File: src/rtl/digit_serial_adder.sv
// Digit-serial unsigned adder: adds DW bits of A and B per clock with a carry register.
// Optional subtract mode (A-B, borrow in sum[W]) enabled by defining DSA_SUB_EN.
module digit_serial_adder #(
    parameter int unsigned WA = 5,
    parameter int unsigned WB = 6,
    parameter int unsigned DW = 2
) (
    input  logic                                clk,
    input  logic                                rst_n,
    input  logic                                in_valid,
    output logic                                in_ready,
    input  logic [WA-1:0]                       a,
    input  logic [WB-1:0]                       b,
    input  logic                                sub,
    output logic                                out_valid,
    input  logic                                out_ready,
    output logic [((WA > WB) ? WA : WB):0]      sum,
    output logic                                busy
);

    localparam int unsigned W    = (WA > WB) ? WA : WB;
    localparam int unsigned NDIG = (W + DW - 1) / DW;
    localparam int unsigned P    = NDIG * DW;
    localparam int unsigned CW   = (NDIG > 1) ? $clog2(NDIG) : 1;
    localparam logic [P-1:0] B_MASK = P'({W{1'b1}});

    typedef enum logic [1:0] {S_IDLE, S_RUN, S_DONE} state_t;

    state_t          state_q, state_d;
    logic [P-1:0]    op_a_q, op_a_d;
    logic [P-1:0]    op_b_q, op_b_d;
    logic [P-1:0]    res_q, res_d;
    logic [CW-1:0]   cnt_q, cnt_d;
    logic            carry_q, carry_d;
    logic            sub_q, sub_d;
    logic [W:0]      sum_q, sum_d;
    logic            out_valid_q, out_valid_d;
    logic            busy_q, busy_d;
    logic [DW:0]     digit_sum;
    logic            in_ready_c;
    logic            accept;
    logic            sub_sel;

`ifdef DSA_SUB_EN
    assign sub_sel = sub;
`else
    logic unused_sub;
    assign unused_sub = sub;
    assign sub_sel    = 1'b0;
`endif

    // A finishing op can hand over to a new one in the same cycle it is consumed.
    assign in_ready_c = (state_q == S_IDLE) || ((state_q == S_DONE) && out_ready);
    assign in_ready   = rst_n && in_ready_c;
    assign accept     = in_valid && in_ready_c;

    always_comb begin
        state_d     = state_q;
        op_a_d      = op_a_q;
        op_b_d      = op_b_q;
        res_d       = res_q;
        cnt_d       = cnt_q;
        carry_d     = carry_q;
        sub_d       = sub_q;
        sum_d       = sum_q;
        out_valid_d = out_valid_q;
        digit_sum   = (DW+1)'(op_a_q[DW-1:0]) + (DW+1)'(op_b_q[DW-1:0]) + (DW+1)'(carry_q);

        case (state_q)
            S_RUN: begin
                // Operands shift down one digit per cycle; result digits shift in from the top.
                op_a_d  = op_a_q >> DW;
                op_b_d  = op_b_q >> DW;
                res_d   = P'({digit_sum[DW-1:0], res_q} >> DW);
                carry_d = digit_sum[DW];
                cnt_d   = cnt_q + CW'(1);
                if (cnt_q == CW'(NDIG - 1)) begin
                    state_d     = S_DONE;
                    out_valid_d = 1'b1;
                    sum_d       = (W+1)'({digit_sum[DW], res_d});
                    sum_d[W]    = sum_d[W] ^ sub_q;
                end
            end
            S_DONE: begin
                if (out_ready) begin
                    state_d     = S_IDLE;
                    out_valid_d = 1'b0;
                end
            end
            S_IDLE: ;
            default: state_d = S_IDLE;
        endcase

        if (accept) begin
            state_d = S_RUN;
            op_a_d  = P'(a);
            op_b_d  = P'(b) ^ (sub_sel ? B_MASK : '0);
            carry_d = sub_sel;
            sub_d   = sub_sel;
            cnt_d   = '0;
        end

        busy_d = (state_d == S_RUN);
    end

    always_ff @(posedge clk or negedge rst_n) begin
        if (!rst_n) begin
            state_q     <= S_IDLE;
            op_a_q      <= '0;
            op_b_q      <= '0;
            res_q       <= '0;
            cnt_q       <= '0;
            carry_q     <= 1'b0;
            sub_q       <= 1'b0;
            sum_q       <= '0;
            out_valid_q <= 1'b0;
            busy_q      <= 1'b0;
        end else begin
            state_q     <= state_d;
            op_a_q      <= op_a_d;
            op_b_q      <= op_b_d;
            res_q       <= res_d;
            cnt_q       <= cnt_d;
            carry_q     <= carry_d;
            sub_q       <= sub_d;
            sum_q       <= sum_d;
            out_valid_q <= out_valid_d;
            busy_q      <= busy_d;
        end
    end

    assign sum       = sum_q;
    assign out_valid = out_valid_q;
    assign busy      = busy_q;

endmodule

File: config.mk
export PLATFORM = sky130hd
export DESIGN_NAME = digit_serial_adder
export DESIGN_NICKNAME = d
export VERILOG_FILES = /design/src/rtl/digit_serial_adder.sv
export SDC_FILE = /design/constraint.sdc
export NUM_CORES = 1
export LEC_CHECK = 0
export CAP_MARGIN = 5
export CELL_PAD_IN_SITES_DETAIL_PLACEMENT = 1
export CELL_PAD_IN_SITES_GLOBAL_PLACEMENT = 1
export CORE_MARGIN = 2
export CORE_UTILIZATION = 40
export DETAILED_ROUTE_END_ITERATION = 16
export PLACE_DENSITY = 0.74
export SETUP_SLACK_MARGIN = 0.15
export SLEW_MARGIN = 10
export SYNTH_ARGS = -nofsm -noshare
export SYNTH_HDL_FRONTEND = slang
export SYNTH_SLANG_ARGS = --single-unit
export TNS_END_PERCENT = 20
File: constraint.sdc
create_clock -name clk -period 2 [get_ports clk]
set_clock_uncertainty 0.1 [all_clocks]
set_input_delay 0.4 -clock clk [delete_from_list [all_inputs] [get_ports clk]]
set_output_delay 0.4 -clock clk [all_outputs]
set_load 0.05 [all_outputs]
==> flow_summary.ini, run 1 <==
[synth]
synth-simple-area-share = 0.0890
netlist.area_leader.share = 0.538
synth-compound-area-share = 0.0445
syn_nets = 128
synth_top_family_by_area = multiplexers
synthTopCellsByCount = dfrtp_1 (29), mux2_2 (16), nand2_1 (13)
synth_edf_count = 0
yosysSeqAreaShare = 0.538
yosys-top-cells-area = dfrtp_1 (54%), mux2_2 (13%), mux2_4 (4.4%)
synth_mux_area_frac = 0.208
yosys.area_share.xor_xnor = 0.00649
synth_area_leader_cell = dfrtp_1
yosys_warnings = 0
async_flop_share = 1.00
ys_types = 21
syn_area_per_cell_sq_um = 12.4
synth.most_common_cell = dfrtp_1
synth.cell_area_sq_um = 1350
ys.flop_type = dfrtp_1
yosys.area_share.adder = 0.0389
synth_seq_cells = 29
syn_inst = 109

[worst_hold_path]
hold_path_class = reg -> reg
hold_path_startpoint = sum[5]$_DFFE_PN0P_
worstHoldEndpoint = sum[5]$_DFFE_PN0P_
holdPathStages = 2

[setup_path]
cpPeakStageDelay_ns = 0.43
path_buf_inv = 2
slowest_stage = dfrtp_1
path_max_fanout = 5
crit_family = flip-flops
cp.required_ns = 1.50
path_cells = nor2b_4, buf_6, nor3b_4, buf_12
r2r_start = op_a_q[0]$_DFFE_PN0P_
rr_worst_depth = 5
critical_path_class = reg -> out
worstPathArrival_ns = 1.40
worstReg2RegEnd = carry_q$_DFFE_PN0P_
critPathLaunchType = flop
reg2reg_slack_ns = 0.23
end_kind = primary output

[place]
io_buffer_count = 24
gp_congestion = 0.700
post-dp-hpwl_mm = 1.70

[sta]
hold_viol = 0
period_share = 0.949
slew_headroom = 0.676
maxSlewViolCount = 0
holdWs_ns = 0.388
finalSetupViolCount = 0
setup-tns-final_ns = 0
fin_crit_ns = 1.90
max_freq_mhz = 527
tightestPinTransition_ns = 0.488
rsz0062_at_grt = yes

[status]
outcome = finished clean

[routing]
drt_iter0_drc = 8
wl_mm = 2.38
via_per_inst = 4.63
firstDrtPassIters = 2
antenna_left = 0
drc = 0
wl_per_cell_um = 12.6
num_vias = 870

[grt]
use_met2 = 0.241
grt_use_met3 = 0.0559
grt_pass1_wl_mm = 4.02
use_met1 = 0.181
grt_max_degree = 30
antenna_found_initial = 0
busiest_layer = met2
grt_overflow = 0
grt_usage = 0.149
first_global_vias = 898

[die]
dieArea_sq_um = 3860
core-area_sq_um = 3280
row_count = 21
fp.dieW_um = 62.1
start_util = 0.411
pin_count = 26
chipHeight_um = 62.1

[clocking]
tritoncts = yes
cts_sinks = 29
clock_latency_ns = 0.32
clk_pin_slew_ns = 0.10
cts.path.max_buffers = 2
cts-root-buf = clkbuf_4
cts-buffers-inserted = 5
htree_levels = 2

[layout]
final_util = 0.524
antennaDiodeCount = 0
fillCellCount = 360
nNetsFinal = 160
synthToLayoutAreaGrowth_pct = 27.4
drive_gt1_frac = 0.310

[run]
cap_violations = 0

[power_and_ir_drop]
p_total_mw = 2.84
powerDensity_nw_per_um2 = 1650
p_leak_nw = 0.835
ir_drop_mv = 0.637
[report_power, final]
part	switching [mW]	internal [mW]	leakage, nW	total, mW
clock	0.200	0.204	0.0413	0.403
sequential	0.149	0.855	0.362	1.00
combinational	0.766	0.663	0.432	1.43
[layout make-up]
| type | count | area (sq um) | share of cell area |
|---|---|---|---|
| Sequential cell | 29 | 726 | 0.422 |
| Multi-Input combinational cell | 63 | 536 | 0.311 |
| Timing Repair Buffer | 31 | 290 | 0.169 |
| Clock buffer | 7 | 65.1 | 0.0378 |
| Tap cell | 46 | 57.6 | 0.0335 |
| Inverter | 11 | 41.3 | 0.0240 |
| Clock inverter | 1 | 5.00 | 0.00291 |
[state kept, by name, summed over array words and instances, names as in the netlist]
name	flops
sum	7
op_b_q	6
op_a_q	5
res_q	4
cnt_q	2
state_q	2
busy	1
carry_q	1
out_valid	1
[placed cells by master, fill, tap and decap left out, drive strengths merged, types with 2 or more instances in the layout]
cell type,synthesis,final
o21ai,9,9
clkbuf,2,7
mux2,20,20
mux2i,4,4
or2,2,2
a21oi,3,3
clkdlybuf4s50,0,13
buf,4,11
fa,2,2
dfrtp,29,29
nor2,2,2
inv,11,11
nand2,13,13
dlygate4sd2,0,7
nor3b,2,2
[how the worst max path moves through the flow]
stage / startpoint / endpoint / slack (ns) / depth (start not counted)
2_1_floorplan: op_a_q[0]$_DFFE_PN0P_ / carry_q$_DFFE_PN0P_ / 0.27 / 5
3_3_place_gp: out_ready / op_a_q[1]$_DFFE_PN0P_ / -0.06 / 5
3_5_place_dp: out_ready / op_a_q[1]$_DFFE_PN0P_ / -0.11 / 5
4_1_cts: state_q[1]$_DFF_PN0_ / in_ready / 0.08 / 4
5_1_grt: state_q[1]$_DFF_PN0_ / in_ready / 0.05 / 4
6_report: state_q[1]$_DFF_PN0_ / in_ready / 0.10 / 4
[cell families (layout without fill, tap and decap cells)]
family | count (synthesis) | after routing
AO/OA/AOI/OAI | 12 | 12
XOR/XNOR | 1 | 1
adder cells (fa/ha/maj) | 3 | 3
buffers and inverters | 17 | 50
flip-flops | 29 | 29
multiplexers | 24 | 24
AND/OR/NAND/NOR | 23 | 23
[stage by stage]
step / instances / area (sq um) / setup slack (ns)
2_1_floorplan: 109 / 1360 / 0.272
3_3_place_gp: 179 / 1640 / -0.0608
3_5_place_dp: 179 / 1640 / -0.106
4_1_cts: 187 / 1710 / 0.0772
5_1_grt: 188 / 1720 / 0.0469
6_report: 188 / 1720 / 0.102
[what timing repair did]
item	CTS	global route
buffers inserted	0	1
pin swaps	0	1
setup endpoints to repair	7	2
hold buffers	0	0
resized for setup	8	2
[worst reg2reg max path, stage by stage (launching register included)]
cell	delay, ns
dfrtp_1	0.34
inv_1	0.06
fa_1	0.44
fa_2	0.35
or2_2	0.30
a21oi_1	0.12
[metal layers]
| layer | vias to the layer above | part of all wire |
|---|---|---|
| met5 | - | 0 |
| met4 | 0 | 0.011 |
| met3 | 4 | 0.054 |
| met2 | 21 | 0.52 |
| met1 | 426 | 0.42 |
| li1 | 419 | - |
(Power assumes the default switching activity.)
==> inputs of run 2 (changes only) <==
--- a/config.mk
+++ b/config.mk
@@ -13,7 +13,6 @@
 export DETAILED_ROUTE_END_ITERATION = 16
 export PLACE_DENSITY = 0.74
 export SETUP_SLACK_MARGIN = 0.15
-export SLEW_MARGIN = 10
 export SYNTH_ARGS = -nofsm -noshare
 export SYNTH_HDL_FRONTEND = slang
 export SYNTH_SLANG_ARGS = --single-unit
==> results of run 2 <==
No change in the layout: final DEF, timing and power equal those of run 1.
==> inputs of run 3 (changes only) <==
--- a/config.mk
+++ b/config.mk
@@ -5,6 +5,7 @@
 export SDC_FILE = /design/constraint.sdc
 export NUM_CORES = 1
 export LEC_CHECK = 0
+export ABC_CLOCK_PERIOD_IN_PS = 2000
 export CAP_MARGIN = 5
 export CELL_PAD_IN_SITES_DETAIL_PLACEMENT = 1
 export CELL_PAD_IN_SITES_GLOBAL_PLACEMENT = 1
==> results of run 3 <==
No change in the layout: final DEF, timing and power equal those of run 1.
